--- src/rtl/morphology_3x3_pkg.sv ---
// Shared encodings and helpers for the 3x3 binary erosion/dilation stage.
// State, LED and mode codes plus the pad and 9-input reduction rules.
package morphology_3x3_pkg;

   typedef enum logic [1:0] {
      ST_IDLE  = 2'd0,
      ST_SCAN  = 2'd1,
      ST_FLUSH = 2'd2,
      ST_DONE  = 2'd3
   } state_t;

   localparam logic [1:0] LED_IDLE = 2'b00;
   localparam logic [1:0] LED_BUSY = 2'b01;
   localparam logic [1:0] LED_DONE = 2'b10;

   localparam logic MODE_ERODE  = 1'b0;
   localparam logic MODE_DILATE = 1'b1;

   // Pad is the identity of the reduction, so out-of-image neighbours never change a result.
   function automatic logic pad_value(input logic mode);
      return (mode == MODE_ERODE);
   endfunction

   function automatic logic reduce9(input logic [8:0] win, input logic mode);
      return (mode == MODE_DILATE) ? (|win) : (&win);
   endfunction

endpackage

--- src/rtl/morphology_3x3_if.sv ---
// Control, source-memory read and result-memory write signals of the morphology stage.
// The host/memory side uses master, the morphology block uses slave.
interface morphology_3x3_if #(
   parameter int ADDR_W = 16
);
   logic              morph_ctrl;
   logic              morph_mode;
   logic              bin_data;
   logic [ADDR_W-1:0] pixel_address;
   logic [ADDR_W-1:0] morph_address;
   logic              morph_data;
   logic              morph_we;
   logic [1:0]        condition_led;

   modport master (
      output morph_ctrl, morph_mode, bin_data,
      input  pixel_address, morph_address, morph_data, morph_we, condition_led
   );

   modport slave (
      input  morph_ctrl, morph_mode, bin_data,
      output pixel_address, morph_address, morph_data, morph_we, condition_led
   );
endinterface

--- src/rtl/morphology_3x3_line_buf.sv ---
// One-row 1-bit circular line buffer: registered read, one write per cycle.
// A read and write to the same address in one cycle returns the old value.
module morphology_3x3_line_buf
   import morphology_3x3_pkg::*;
#(
   parameter int DEPTH = 256,
   parameter int AW    = 8
) (
   input  logic          i_clk,
   input  logic          i_rst,
   input  logic          i_we,
   input  logic [AW-1:0] i_raddr,
   input  logic [AW-1:0] i_waddr,
   input  logic          i_wdata,
   output logic          o_rdata
);

   logic r_mem [DEPTH];
   logic r_rdata;

   always_ff @(posedge i_clk) begin
      if (i_rst) begin
         for (int i = 0; i < DEPTH; i++) begin
            r_mem[i] <= 1'b0;
         end
         r_rdata <= 1'b0;
      end else begin
         r_rdata <= r_mem[i_raddr];
         if (i_we) begin
            r_mem[i_waddr] <= i_wdata;
         end
      end
   end

   assign o_rdata = r_rdata;

endmodule

--- src/rtl/morphology_3x3.sv ---
// Raster-scans a 1-bit image, applies 3x3 erosion or dilation and writes one result per pixel.
// Pipeline: issue position -> memory/line-buffer read -> window reduction into output register.
module morphology_3x3
   import morphology_3x3_pkg::*;
#(
   parameter int IMG_W  = 256,
   parameter int IMG_H  = 256,
   parameter int ADDR_W = 16
) (
   input  logic                   morph_clk,
   input  logic                   morph_rst,
   morphology_3x3_if.slave        bus
);

   localparam int COL_W = $clog2(IMG_W + 1);
   localparam int ROW_W = $clog2(IMG_H + 1);
   localparam int LB_AW = (IMG_W > 1) ? $clog2(IMG_W) : 1;
   localparam logic [COL_W-1:0] COL_LAST = COL_W'(IMG_W);
   localparam logic [ROW_W-1:0] ROW_LAST = ROW_W'(IMG_H);

   state_t            r_state;
   logic              r_ctrl_q;
   logic              r_mode;
   logic [ROW_W-1:0]  r_row;
   logic [COL_W-1:0]  r_col;
   logic              r_s1_valid;
   logic [ROW_W-1:0]  r_s1_row;
   logic [COL_W-1:0]  r_s1_col;
   logic [ADDR_W-1:0] r_pix_addr;
   logic [ADDR_W-1:0] r_out_cnt;
   logic [ADDR_W-1:0] r_morph_addr;
   logic              r_morph_data;
   logic              r_morph_we;
   logic [1:0]        r_led;
   logic              r_flush_cnt;
   logic [2:0]        r_win_c1;
   logic [2:0]        r_win_c2;

   logic              w_start;
   logic              w_pad;
   logic              w_last_pos;
   logic [ROW_W-1:0]  w_next_row;
   logic [COL_W-1:0]  w_next_col;
   logic              w_next_inside;
   logic              w_s1_col_in;
   logic [2:0]        w_new;
   logic [2:0]        w_c1;
   logic [2:0]        w_c2;
   logic              w_result;
   logic              w_emit;
   logic [1:0]        w_lb_q;
   logic [1:0]        w_lb_wdata;
   logic              w_lb_we;
   logic [LB_AW-1:0]  w_lb_raddr;
   logic [LB_AW-1:0]  w_lb_waddr;

   assign w_start    = bus.morph_ctrl & ~r_ctrl_q;
   assign w_pad      = pad_value(r_mode);
   assign w_last_pos = (r_row == ROW_LAST) && (r_col == COL_LAST);

   always_comb begin
      w_next_row = r_row;
      w_next_col = r_col + COL_W'(1);
      if (r_col == COL_LAST) begin
         w_next_col = '0;
         w_next_row = r_row + ROW_W'(1);
      end
   end

   assign w_next_inside = (w_next_row < ROW_LAST) && (w_next_col < COL_LAST);

   // New window column: index 0 = row r-2, 1 = row r-1, 2 = row r; rows/cols outside the image are pad.
   assign w_s1_col_in = (r_s1_col != COL_LAST);
   assign w_new[0] = (w_s1_col_in && (r_s1_row >= ROW_W'(2))) ? w_lb_q[1]    : w_pad;
   assign w_new[1] = (w_s1_col_in && (r_s1_row >= ROW_W'(1))) ? w_lb_q[0]    : w_pad;
   assign w_new[2] = (w_s1_col_in && (r_s1_row != ROW_LAST))  ? bus.bin_data : w_pad;
   assign w_c1 = (r_s1_col >= COL_W'(1)) ? r_win_c1 : {3{w_pad}};
   assign w_c2 = (r_s1_col >= COL_W'(2)) ? r_win_c2 : {3{w_pad}};

   assign w_result = reduce9({w_c2, w_c1, w_new}, r_mode);
   assign w_emit   = r_s1_valid && (r_s1_row != '0) && (r_s1_col != '0);

   // Buffer 0 holds row r-1, buffer 1 holds row r-2; each row shifts down one buffer as it is consumed.
   assign w_lb_we       = r_s1_valid && w_s1_col_in;
   assign w_lb_raddr    = (r_col != COL_LAST) ? r_col[LB_AW-1:0] : '0;
   assign w_lb_waddr    = r_s1_col[LB_AW-1:0];
   assign w_lb_wdata[0] = w_new[2];
   assign w_lb_wdata[1] = w_lb_q[0];

   for (genvar gi = 0; gi < 2; gi++) begin : g_lb
      morphology_3x3_line_buf #(
         .DEPTH (IMG_W),
         .AW    (LB_AW)
      ) u_lb (
         .i_clk   (morph_clk),
         .i_rst   (morph_rst),
         .i_we    (w_lb_we),
         .i_raddr (w_lb_raddr),
         .i_waddr (w_lb_waddr),
         .i_wdata (w_lb_wdata[gi]),
         .o_rdata (w_lb_q[gi])
      );
   end

   always_ff @(posedge morph_clk) begin
      if (morph_rst) begin
         r_state      <= ST_IDLE;
         r_ctrl_q     <= 1'b0;
         r_mode       <= MODE_ERODE;
         r_row        <= '0;
         r_col        <= '0;
         r_s1_valid   <= 1'b0;
         r_s1_row     <= '0;
         r_s1_col     <= '0;
         r_pix_addr   <= '0;
         r_out_cnt    <= '0;
         r_morph_addr <= '0;
         r_morph_data <= 1'b0;
         r_morph_we   <= 1'b0;
         r_led        <= LED_IDLE;
         r_flush_cnt  <= 1'b0;
         r_win_c1     <= '0;
         r_win_c2     <= '0;
      end else begin
         r_ctrl_q   <= bus.morph_ctrl;
         r_s1_valid <= 1'b0;
         r_morph_we <= 1'b0;

         case (r_state)
            ST_IDLE, ST_DONE: begin
               if (w_start) begin
                  r_state    <= ST_SCAN;
                  r_mode     <= bus.morph_mode;
                  r_row      <= '0;
                  r_col      <= '0;
                  r_pix_addr <= '0;
                  r_out_cnt  <= '0;
                  r_led      <= LED_BUSY;
               end
            end
            ST_SCAN: begin
               r_s1_valid <= 1'b1;
               r_s1_row   <= r_row;
               r_s1_col   <= r_col;
               if (w_last_pos) begin
                  r_state     <= ST_FLUSH;
                  r_flush_cnt <= 1'b0;
               end else begin
                  r_row <= w_next_row;
                  r_col <= w_next_col;
                  // Pad positions hold the address, so the next in-image pixel is always one more.
                  if (w_next_inside) begin
                     r_pix_addr <= r_pix_addr + ADDR_W'(1);
                  end
               end
            end
            ST_FLUSH: begin
               r_flush_cnt <= 1'b1;
               if (r_flush_cnt) begin
                  r_state <= ST_DONE;
                  r_led   <= LED_DONE;
               end
            end
            default: r_state <= ST_IDLE;
         endcase

         if (r_s1_valid) begin
            r_win_c2 <= r_win_c1;
            r_win_c1 <= w_new;
         end

         if (w_emit) begin
            r_morph_we   <= 1'b1;
            r_morph_data <= w_result;
            r_morph_addr <= r_out_cnt;
            r_out_cnt    <= r_out_cnt + ADDR_W'(1);
         end
      end
   end

   assign bus.pixel_address = r_pix_addr;
   assign bus.morph_address = r_morph_addr;
   assign bus.morph_data    = r_morph_data;
   assign bus.morph_we      = r_morph_we;
   assign bus.condition_led = r_led;

endmodule

--- src/flat_wrapper.sv ---
// flat-port wrapper written by rule: the top's interface ports become plain ports
module morphology_3x3_flat import morphology_3x3_pkg::*;
#(
   parameter int IMG_W  = 256,
   parameter int IMG_H  = 256,
   parameter int ADDR_W = 16
)
  (morph_clk, morph_rst, bus_morph_ctrl, bus_morph_mode, bus_bin_data, bus_pixel_address, bus_morph_address, bus_morph_data, bus_morph_we, bus_condition_led);
  morphology_3x3_if #(.ADDR_W(ADDR_W)) bus_i ();
  input  logic morph_clk;
  input  logic morph_rst;
  input wire logic [$bits(bus_i.morph_ctrl)-1:0] bus_morph_ctrl;
  input wire logic [$bits(bus_i.morph_mode)-1:0] bus_morph_mode;
  input wire logic [$bits(bus_i.bin_data)-1:0] bus_bin_data;
  output wire logic [$bits(bus_i.pixel_address)-1:0] bus_pixel_address;
  output wire logic [$bits(bus_i.morph_address)-1:0] bus_morph_address;
  output wire logic [$bits(bus_i.morph_data)-1:0] bus_morph_data;
  output wire logic [$bits(bus_i.morph_we)-1:0] bus_morph_we;
  output wire logic [$bits(bus_i.condition_led)-1:0] bus_condition_led;
  assign bus_i.morph_ctrl = bus_morph_ctrl;
  assign bus_i.morph_mode = bus_morph_mode;
  assign bus_i.bin_data = bus_bin_data;
  assign bus_pixel_address = bus_i.pixel_address;
  assign bus_morph_address = bus_i.morph_address;
  assign bus_morph_data = bus_i.morph_data;
  assign bus_morph_we = bus_i.morph_we;
  assign bus_condition_led = bus_i.condition_led;
  morphology_3x3 #(.IMG_W(IMG_W), .IMG_H(IMG_H), .ADDR_W(ADDR_W)) u_core (.morph_clk(morph_clk), .morph_rst(morph_rst), .bus(bus_i));
endmodule
--- config.mk ---
export PLATFORM = sky130hd
export DESIGN_NAME = morphology_3x3_flat
export DESIGN_NICKNAME = d
export VERILOG_FILES = /design/src/rtl/morphology_3x3_pkg.sv /design/src/rtl/morphology_3x3_if.sv /design/src/rtl/morphology_3x3_line_buf.sv /design/src/rtl/morphology_3x3.sv /design/src/flat_wrapper.sv
export SDC_FILE = /design/constraint.sdc
export NUM_CORES = 1
export LEC_CHECK = 0
export BUFFER_PORTS_ARGS = -buffer_cell sky130_fd_sc_hd__buf_2
export CORE_MARGIN = 10
export CORE_UTILIZATION = 55
export DETAILED_ROUTE_END_ITERATION = 6
export GPL_ROUTABILITY_DRIVEN = 0
export GPL_TIMING_DRIVEN = 0
export PLACE_DENSITY_LB_ADDON = 0.15
export SLEW_MARGIN = 25
export SYNTH_ARGS = -nofsm -noshare
export SYNTH_HDL_FRONTEND = slang
export SYNTH_HIERARCHICAL = 1
export SYNTH_SLANG_ARGS = --single-unit
--- constraint.sdc ---
create_clock -name morph_clk -period 3.3 [get_ports morph_clk]
set_input_delay 0.66 -clock morph_clk [delete_from_list [all_inputs] [get_ports morph_clk]]
set_output_delay 0.66 -clock morph_clk [all_outputs]
set_load 0.02 [all_outputs]
Yosys cells after proc, flatten, opt, wreduce, memory -nomap -nowiden
Memory sizes are Yosys's and may differ from the RTL's. A register that Yosys moved wholly into a read port is not among the register bits.
Index checks and enable logic that the tools add are counted.
{ "classes": {"addsub": 4, "n_mul": 0, "n_div": 0, "n_lt_le_gt_ge": 6, "eq_ne": 13, "shift": 0, "mux": 41, "n_bitwise": 3, "reduce_logical": 28} }
{ "ops": {"columns": ["cell", "n"], "rows": [
  ["16-bit two-way mux", 5],
  ["9-bit two-way mux", 5],
  ["9-bit one-hot mux with 2 select lines", 2],
  ["16-bit by 1-bit adder with 16-bit output, second input constant", 2],
  ["16-bit one-hot mux with 2 select lines", 1],
  ["9-bit inequality test, second input constant", 3],
  ["8-bit two-way mux", 3],
  ["9-bit by 1-bit adder with 9-bit output, second input constant", 2],
  ["9-bit equality test, second input constant", 2],
  ["9-bit by 1-bit >= comparator with 1-bit output, second input constant", 2],
  ["9-bit by 2-bit >= comparator with 1-bit output, second input constant", 2],
  ["9-bit less-than comparator, second input constant", 2],
  ["9-bit nonzero test", 2],
  ["1-bit two-way mux", 16],
  ["2-bit nonzero test", 5],
  ["3-bit AND reduction", 3],
  ["9-bit AND reduction", 1],
  ["9-bit OR reduction", 1],
  ["1-bit logical AND", 8],
  ["2-bit two-way mux", 4],
  ["2-bit by 1-bit inequality test with 1-bit output, second input constant", 4],
  ["3-bit two-way mux", 2],
  ["2-bit one-hot mux with 3 select lines", 1],
  ["2-bit AND reduction", 3],
  ["other kinds (11)", 14]
]} }
{ "word_totals": {"ff_bits": 100, "latchBits": 0, "ram_bits": 512, "romBits": 0, "inputBits": 5, "out_inout_bits": 36, "wordCells": 114, "memories": 2} }
{ "mem_list": {"columns": ["name", "words", "word_bits", "rd", "rd_ports_with_merged_regs", "write_ports", "line", "rtl"], "rows": [
  ["u_core.g_lb[0].u_lb.r_mem", 256, 1, 1, 1, 256, "morphology_3x3_line_buf.sv:18", "logic r_mem [DEPTH];"],
  ["u_core.g_lb[1].u_lb.r_mem", 256, 1, 1, 1, 256, "morphology_3x3_line_buf.sv:18", null]
]} }

Longest topological paths before layout
Gate-level depths: netlist of run 1.
{ "depth": {"depth_word": 7, "depth_mapped": 15, "ltp_nobuf": 12} }

By module
Netlist of run 1, hierarchy kept.
{ "by_module_without_submodules": {"columns": ["mod", "instances", "cells_each", "area_each_um2", "seq_area_each_um2"], "rows": [
  ["morphology_3x3_line_buf", 2, 1224, 13944.6, 7707.4],
  ["morphology_3x3", 1, 557, 4699.5, 2001.9]
]} }

Least setup slack after synthesis of run 1
Ideal clock, no wire load.
{ "synth_path": {"path_type": "reg2reg", "start": "register u_core.r_col[2]", "end": "register u_core.g_lb[0].u_lb.r_rdata, read port of u_core.g_lb[0].u_lb.r_mem", "setup_time_ns": 0.121, "arrival_ns": 2.641, "t_required_ns": 3.179, "setup_slack_ns": 0.538, "path_stages_with_launch": 12, "n_path_buf": 4, "synth_period_minus_slack_ns": 2.762, "path_cell_list": "dfxtp_1 > buf_6 > or4_4 > nor2_8 > nor2_1 > buf_2 > buf_4 > buf_4 > mux4_2 > mux4_2 > o211ai_1 > o41ai_2"} }
{ "synth_between": {"elab_chain_len": 2} }
{ "synth_lines": {"columns": ["item", "line", "rtl"], "rows": [
  ["start, declared", "morphology_3x3.sv:25", "logic [COL_W-1:0] r_col;"],
  ["start signal, assigned", "morphology_3x3.sv:150", "r_col <= w_next_col;"],
  ["9-bit inequality test", "morphology_3x3.sv:85", "assign w_lb_raddr = (r_col != COL_LAST) ? r_col[LB_AW-1:0] : '0;"],
  ["8-bit two-way mux", "morphology_3x3.sv:85", null],
  ["via u_core.w_lb_raddr[1]", "morphology_3x3.sv:54", "logic [LB_AW-1:0] w_lb_raddr;"],
  ["end, declared", "morphology_3x3_line_buf.sv:19", "logic r_rdata;"]
]} }
The timed path passes the listed nets, and every way through them passes these cells.
A chain may end at the register's enable or synchronous reset.

Final worst setup path of run 1
{ "layout_path": {"start": "register u_core.r_col[2]", "end": "register u_core.g_lb[1].u_lb.r_rdata, read port of u_core.g_lb[1].u_lb.r_mem"} }
{ "layout_between": {"elab_chain_len": 2} }
{ "layout_lines": {"columns": ["item", "line"], "rows": [
  ["9-bit inequality test", "morphology_3x3.sv:85"],
  ["8-bit two-way mux", "morphology_3x3.sv:85"],
  ["via u_core.w_lb_raddr[0]", "morphology_3x3.sv:54"],
  ["end, declared", "morphology_3x3_line_buf.sv:19"]
]} }
The timed path passes the listed nets, and every way through them passes these cells.

==> results of run 1 <==
-- worst paths after layout --
| check | start | end | slack (ps) |
|---|---|---|---|
| setup / recovery | u_core/r_col[2] | u_core/g_lb[1].u_lb/o_rdata | -90 |
| hold / removal | bus_morph_ctrl | u_core/r_ctrl_q | 310 |
| setup reg to reg | u_core/r_col[2] | u_core/g_lb[1].u_lb/o_rdata | -90 |
| hold reg to reg | u_core/bus.morph_address[5] | u_core/bus.morph_address[5] | 450 |
-- final cells by class --
cell class,instances,area [µm²]
multi-input cells,2069,14000
clock buffers,94,1920
inverters,32,120
well taps,773,967
flip-flops and latches,614,17400
clock inverters,26,145
plain buffers,287,1590
fillers,4744,21900
repair buffers,81,719
-- routing by layer --
metal  up-vias  GRT usage  part of all wire
met4         4      0.238             0.089
li1      11300          -                 -
met5         -          0           0.00029
met2      2320      0.506              0.43
met1     13200      0.407              0.34
met3       624     0.0860              0.14
-- stage by stage --
stage	TNS, ps	instance area (µm²)	cells	utilization	setup WS [ps]
after global routing	-100	36900	3976	0.628	-60.6
after detailed placement	-542770	33800	3818	0.575	-1180
after global placement	-492680	33800	3818	0.574	-1180
after floorplan	0	32600	3005	-	538
final	-110	36900	3976	0.628	-87.7
after CTS	-1010	36600	3964	0.622	-98.4
-- registers in the layout (all words and copies together) (netlist names), 2 cells and up --
signal                    flops
u_core/r_win_c2               3
u_core/r_col                  9
u_core/r_s1_col               9
u_core/g_lb.u_lb/o_rdata      2
u_core/g_lb.u_lb/r_mem      512
u_core/bus.morph_address     16
u_core/bus.condition_led      2
u_core/r_out_cnt             16
u_core/bus.pixel_address     16
u_core/r_s1_row               9
u_core/r_state                2
u_core/r_row                  9
u_core/r_win_c1               3
-- worst min-delay path, delay by kind of cell --
family	cells	cell delay (ps)
and+or+nand+nor	1	80
buffers and inverters	2	130
-- power by group through the flow --
| stage | clock, mW | sequential [mW] | combinational [mW] |
|---|---|---|---|
| after detailed placement | 0 | 8.91 | 3.73 |
| final | 7.24 | 8.76 | 4.17 |
| after global placement | 0 | 8.89 | 3.69 |
| after CTS | 7.31 | 8.75 | 3.84 |
| after global routing | 7.60 | 8.78 | 4.29 |
| after floorplan | 0 | 8.87 | 2.69 |
-- cells in the final DEF, fill, tap and decap left out, types with 12 or more instances in the layout --
cell       count
o21ai_0       33
o221ai_1      28
clkinv_1      13
or2_2         14
nor2_1       628
dfxtp_1       92
nand2_1      176
buf_4         32
nor3_1        24
o21bai_1      92
mux4_2        76
a21o_1       422
buf_2         62
a21oi_1       76
nand3_1       48
nor2_4        25
buf_12        24
a221oi_1      14
clkbuf_1     207
clkbuf_16     72
nand2b_1      21
inv_1         30
o22ai_1       17
nand4_1       21
or3_1         25
mux2i_1       95
mux2_2        14
edfxtp_1     512
clkbuf_2      22
buf_8         12
nor2b_1       14
-- kinds of logic after synthesis --
family          Yosys count
xor+xnor                 13
simple gates           1081
compound gates          772
fa+ha+maj                 9
buf+inv                 322
flops                   614
mux                     194
-- what timing repair did --
action                     CTS  global route
resized for setup          115            67
buffers inserted            27            13
pin swaps                   26            18
setup endpoints to repair  964           576
==> flow_summary.yaml, run 1 <==
worst_setup_path:
  crit_cells: 14
  critical_path_class: "register to register"
  worstPathMaxFanout: 7
  crit_family: "compound AO/OA/AOI/OAI gates"
  crit_chain: "or4_4 -> nor2_8 -> buf_12 -> nor2_4 -> buf_12 -> buf_16 -> buf_16 -> buf_6 -> mux2i_1 -> o221ai_1 -> o22ai_1 -> o21ai_2 -> a21oi_2 -> o41ai_4"
  r2r_cells: 14
  cp.buffers_inverters: 5
  cp-end-kind: "register"
  critPathMaxStageDelay_ps: 580
  cp_slowest_cell: "or4_4"
  start_kind: "register"
  crit_arrival_ps: 3840
  worstPathRequired_ps: 3760
global_routing:
  grt_pass1_vias: 26500
  antenna_found_initial: 2
  grt_usage: 0.332
  grt_pass1_wl_um: 173000
  grt.overflow.total: 0
  grt_max_degree: 17
outcome:
  status: "finished, violations left"
  violations: "negative setup slack"
clocking:
  cts.clk_slew.worst_paths_ps: 60
  cts_hold_buf: 0
  cts_sinks: 614
  clkLatencyLatePin_ps: 610
  cts_buffer_depth: 3
  htree_levels: 3
  cts_root_buf: "clkbuf_16"
  cts_made_buffers: 69
  cts_tree: "built"
sta:
  hold_slack_ps: 309
  maxSlewViolCount: 0
  fmax_mhz: 295
  slew_headroom: 0.202
  fin_ws_ps: -87.7
  finalClockSkew_ps: 21.1
  rsz0062_at_grt: "yes"
  period_share: 1.03
  post-route-min-period_ps: 3390
  setup_viol: 3
  hold_viol: 0
  worst-slew-pin-transition_ps: 1200
pwr:
  vdd_ir_drop_max_uv: 564
  power_frac_seq: 0.434
  p_sw_mw: 5.56
  p_comb_frac: 0.207
  clkPwrFrac: 0.359
  leakage_nw: 13.9
  p_int_mw: 14.6
  switching_share: 0.276
  total_power_mw: 20.2
  power_density_nw_per_um2: 547
route:
  firstDrtPassIters: 7
  drt_wl_total_um: 119000
  drcViolationCount: 0
  wire_per_inst_um: 30.0
  vias_per_cell: 6.90
  ant_nets: 0
  drtIter0Drc: 4263
  vias: 27400
synthesis:
  netlist_top_cells_count: "nor2_1, edfxtp_1, a21o_1, clkbuf_1, nand2_1"
  synth_seq_area_share: 0.534
  synth_top_family_by_area: "compound AO/OA/AOI/OAI gates"
  synthTopCellsByArea: "edfxtp_1, a21o_1, nor2_1, dfxtp_1, mux4_2"
  yosysTopAreaCell: "edfxtp_1"
  syn_nets: 3019
  synth-xor-area-share: 0.00349
  synthAdderAreaFrac: 0.00346
  avgSynthCellArea_um2: 10.8
  synth_top_area_share: 0.472
  mappedNetlistArea_um2: 32600
  syn-instance-count: 3005
  synth_compound_area_frac: 0.173
  synth_edf_count: 512
  synth-simple-area-share: 0.145
  yosysMostFrequentCell: "nor2_1"
  ys_ff_latch: 614
  synthMuxAreaShare: 0.0935
  async_flop_share: 0
  synth_cell_types: 91
  yosys_warnings: 6
  synthFlopType: "edfxtp_1"
flow_run:
  drv_cap: 0
place:
  io_buffers: 40
  hpwl_um: 81600
die:
  rows: 89
  core_um2: 58800
  die_x_um: 263
  initial_core_util: 0.554
  dieArea_um2: 69400
  io-pin-count: 41
  die_h_um: 263
min_path:
  hold-path-cell-count: 3
  hp-class: "primary input to register"
finish:
  diodes: 0
  syn2layout_area_growth_pct: 13.2
  layout.nets: 3168
  drive_gt1_frac: 0.146
No activity file was read; power rests on OpenSTA's default activity.
==> run 2, diff against run 1 <==
- BUFFER_PORTS_ARGS: -buffer_cell sky130_fd_sc_hd__buf_2 -> default
- CAP_MARGIN: default -> 30
- DONT_BUFFER_PORTS: default -> 1
- REMOVE_ABC_BUFFERS: default -> 1
==> run 2 against run 1 <==
The flow finishes with violations (max-slew violations, negative setup slack). Fmax shrank 13%. Critical path depth decreased by 10. Setup slack got worse by 520 ps. Power down 2.0%. Routed wire length fell by 16%. Sequential share of layout area increased by 0.98 points. Largest power group unchanged. Non-clock buffer count is 256 lower. Flip-flop and latch count stayed put. Highest routed layer is now met4. Sequential power about the same. Register-to-register slack better by 50 ps. Largest cell class unchanged. Clock-buffer cell count increased by 1. First-iteration DRC count down 10%.
==> flow_summary.yaml, run 2 (synthesis gave the netlist of run 1 again) <==
outcome:
  status: "finished, violations left"
  violations: "max-slew violations, negative setup slack"
sta:
  worst-slew-pin-transition_ps: 2940
  period_share: 1.18
  maxSlewViolCount: 498
  finalClockSkew_ps: 22.0
  fin_ws_ps: -606
  hold_viol: 0
  rsz0062_at_grt: "yes"
  setup_viol: 550
  fmax_mhz: 256
  slew_headroom: -0.963
  post-route-min-period_ps: 3910
clocking:
  cts_buffer_depth: 3
  htree_levels: 3
  cts_made_buffers: 67
  cts_root_buf: "clkbuf_16"
  cts_sinks: 614
  cts.clk_slew.worst_paths_ps: 60
  cts_tree: "built"
  clkLatencyLatePin_ps: 600
finish:
  final_cell_mix: "nor2_1, edfxtp_1, a21o_1"
  largest_reg_flops: 512
  largest_register: "u_core/g_lb.u_lb/r_mem"
  syn2layout_area_growth_pct: 11.2
  drive_gt1_frac: 0.150
  diodes: 0
  nFillCells: 4633
  fin_util: 0.616
  layout.nets: 2911
  final_common_cell: "nor2_1"
worst_setup_path:
  critical_path_class: "primary input to register"
  critPathMaxStageDelay_ps: 1160
  worstPathRequired_ps: 3720
  r2r_cells: 11
  worstPathMaxFanout: 594
  r2r_start: "u_core/r_col[5]"
  r2r_end: "u_core/g_lb[1].u_lb/o_rdata"
  cp-end-kind: "register"
  cp_slowest_cell: "nor2b_4"
  crit_chain: "nor2b_4 -> buf_6 -> nand2_1 -> nor2_1"
  start_kind: "primary input"
  regToRegSetupSlack_ps: -40
  crit_arrival_ps: 4330
die:
  io-pin-count: 41
  die_x_um: 263
  die_h_um: 263
  rows: 89
  initial_core_util: 0.554
  core_um2: 58800
  dieArea_um2: 69400
route:
  drtIter0Drc: 3835
  routed.top_layer: "met4"
  drcViolationCount: 0
  firstDrtPassIters: 6
  drt_wl_total_um: 101000
  dr_wl_met2_um: 45200
  vias: 25300
  ant_nets: 0
  wl_met1_um: 39000
  wl_met3_um: 13600
  wire_per_inst_um: 27.1
  vias_per_cell: 6.79
global_routing:
  grt_pass1_wl_um: 149000
  grt_max_degree: 595
  grt_usage: 0.277
  grt_pass1_vias: 24000
  grt.overflow.total: 0
  antenna_found_initial: 0
min_path:
  holdPathEnd: "u_core/r_ctrl_q"
  hp-class: "primary input to register"
  min-delay-start: "bus_morph_ctrl"
  hold-path-cell-count: 2
place:
  io_buffers: 0
  hpwl_um: 59900
  pre_cts_slack_ps: -1130
flow_run:
  drv_cap: 0
pwr:
  vdd_ir_drop_max_uv: 486
  leakage_nw: 13.5
  power_density_nw_per_um2: 545
==> run 2: cell count changes in the layout (fill, tap and decap cells not counted), moves of 13 or more <==
cell and change:
dfxtp_4 +13, nor2_2 +22, buf_16 +14, buf_2 -62, clkbuf_2 -21, nor2_4 -15, buf_4 +25, buf_12 -17
clkbuf_1 -190
==> run 2: through the flow <==
| stage | TNS, ps | area, µm² | instances | hold WS, ps | power [mW] |
|---|---|---|---|---|---|
| finish | -154590 | 36200 | 3719 | 203 | 19.8 |
| floorplan | -47300 | 31200 | 2715 | 431 | 10.5 |
| global placement | -2400770 | 32100 | 3488 | 459 | 10.7 |
| detailed placement | -135200 | 33200 | 3536 | 467 | 12.2 |
| CTS | -217 | 35800 | 3682 | 182 | 19.6 |
| global route | -534 | 36200 | 3719 | 203 | 20.3 |
==> run 2: critical path: cells and delay by family <==
family	cells	cell delay [ps]
simple gates	3	2050
buf+inv	1	250
==> run 2: timing repair <==
item / in CTS / in global routing
hold buffers: 0 / 0
gates resized for setup: 62 / 38
buffers inserted: 27 / 34
cloned: 3 / 3
setup endpoints to repair: 710 / 131
pin swaps: 9 / 14
==> run 2: report_power, final <==
part	internal, mW	switching (mW)
Sequential	8.62	0.172
Clock	4.21	3.04
Combinational	1.94	1.79
Total	14.8	5.00
==> run 2: how the worst max path moves through the flow <==
stage	from	endpoint	slack, ps	depth (start not counted)
floorplan	u_core/r_col[4]	u_core/g_lb[0].u_lb/o_rdata	-11430	10
global placement	u_core/r_col[4]	u_core/g_lb[0].u_lb/o_rdata	-19580	10
detailed placement	u_core/r_col[4]	u_core/g_lb[0].u_lb/o_rdata	-1130	14
CTS	u_core/r_col[4]	u_core/g_lb[0].u_lb/o_rdata	-130	14
global route	u_core/r_s1_col[0]	u_core/g_lb[1].u_lb/r_mem[211]	-50	8
finish	morph_rst	u_core/g_lb[0].u_lb/r_mem[243]	-610	4
==> run 2: final cells by class <==
cell class,count,area (µm²),area share
inverters,32,120,0.00331
well taps,773,967,0.0267
repair buffers,112,1470,0.0406
clock buffers,95,1930,0.0532
clock inverters,23,150,0.00414
flip-flops and latches,614,17500,0.482
multi-input cells,2070,14100,0.390
==> run 2: routing by layer <==
metal	global-route usage	vias up
li1	-	10800
met1	0.387	12600
met2	0.427	1670
met3	0.0627	216
met4	0.0834	0
met5	0	-
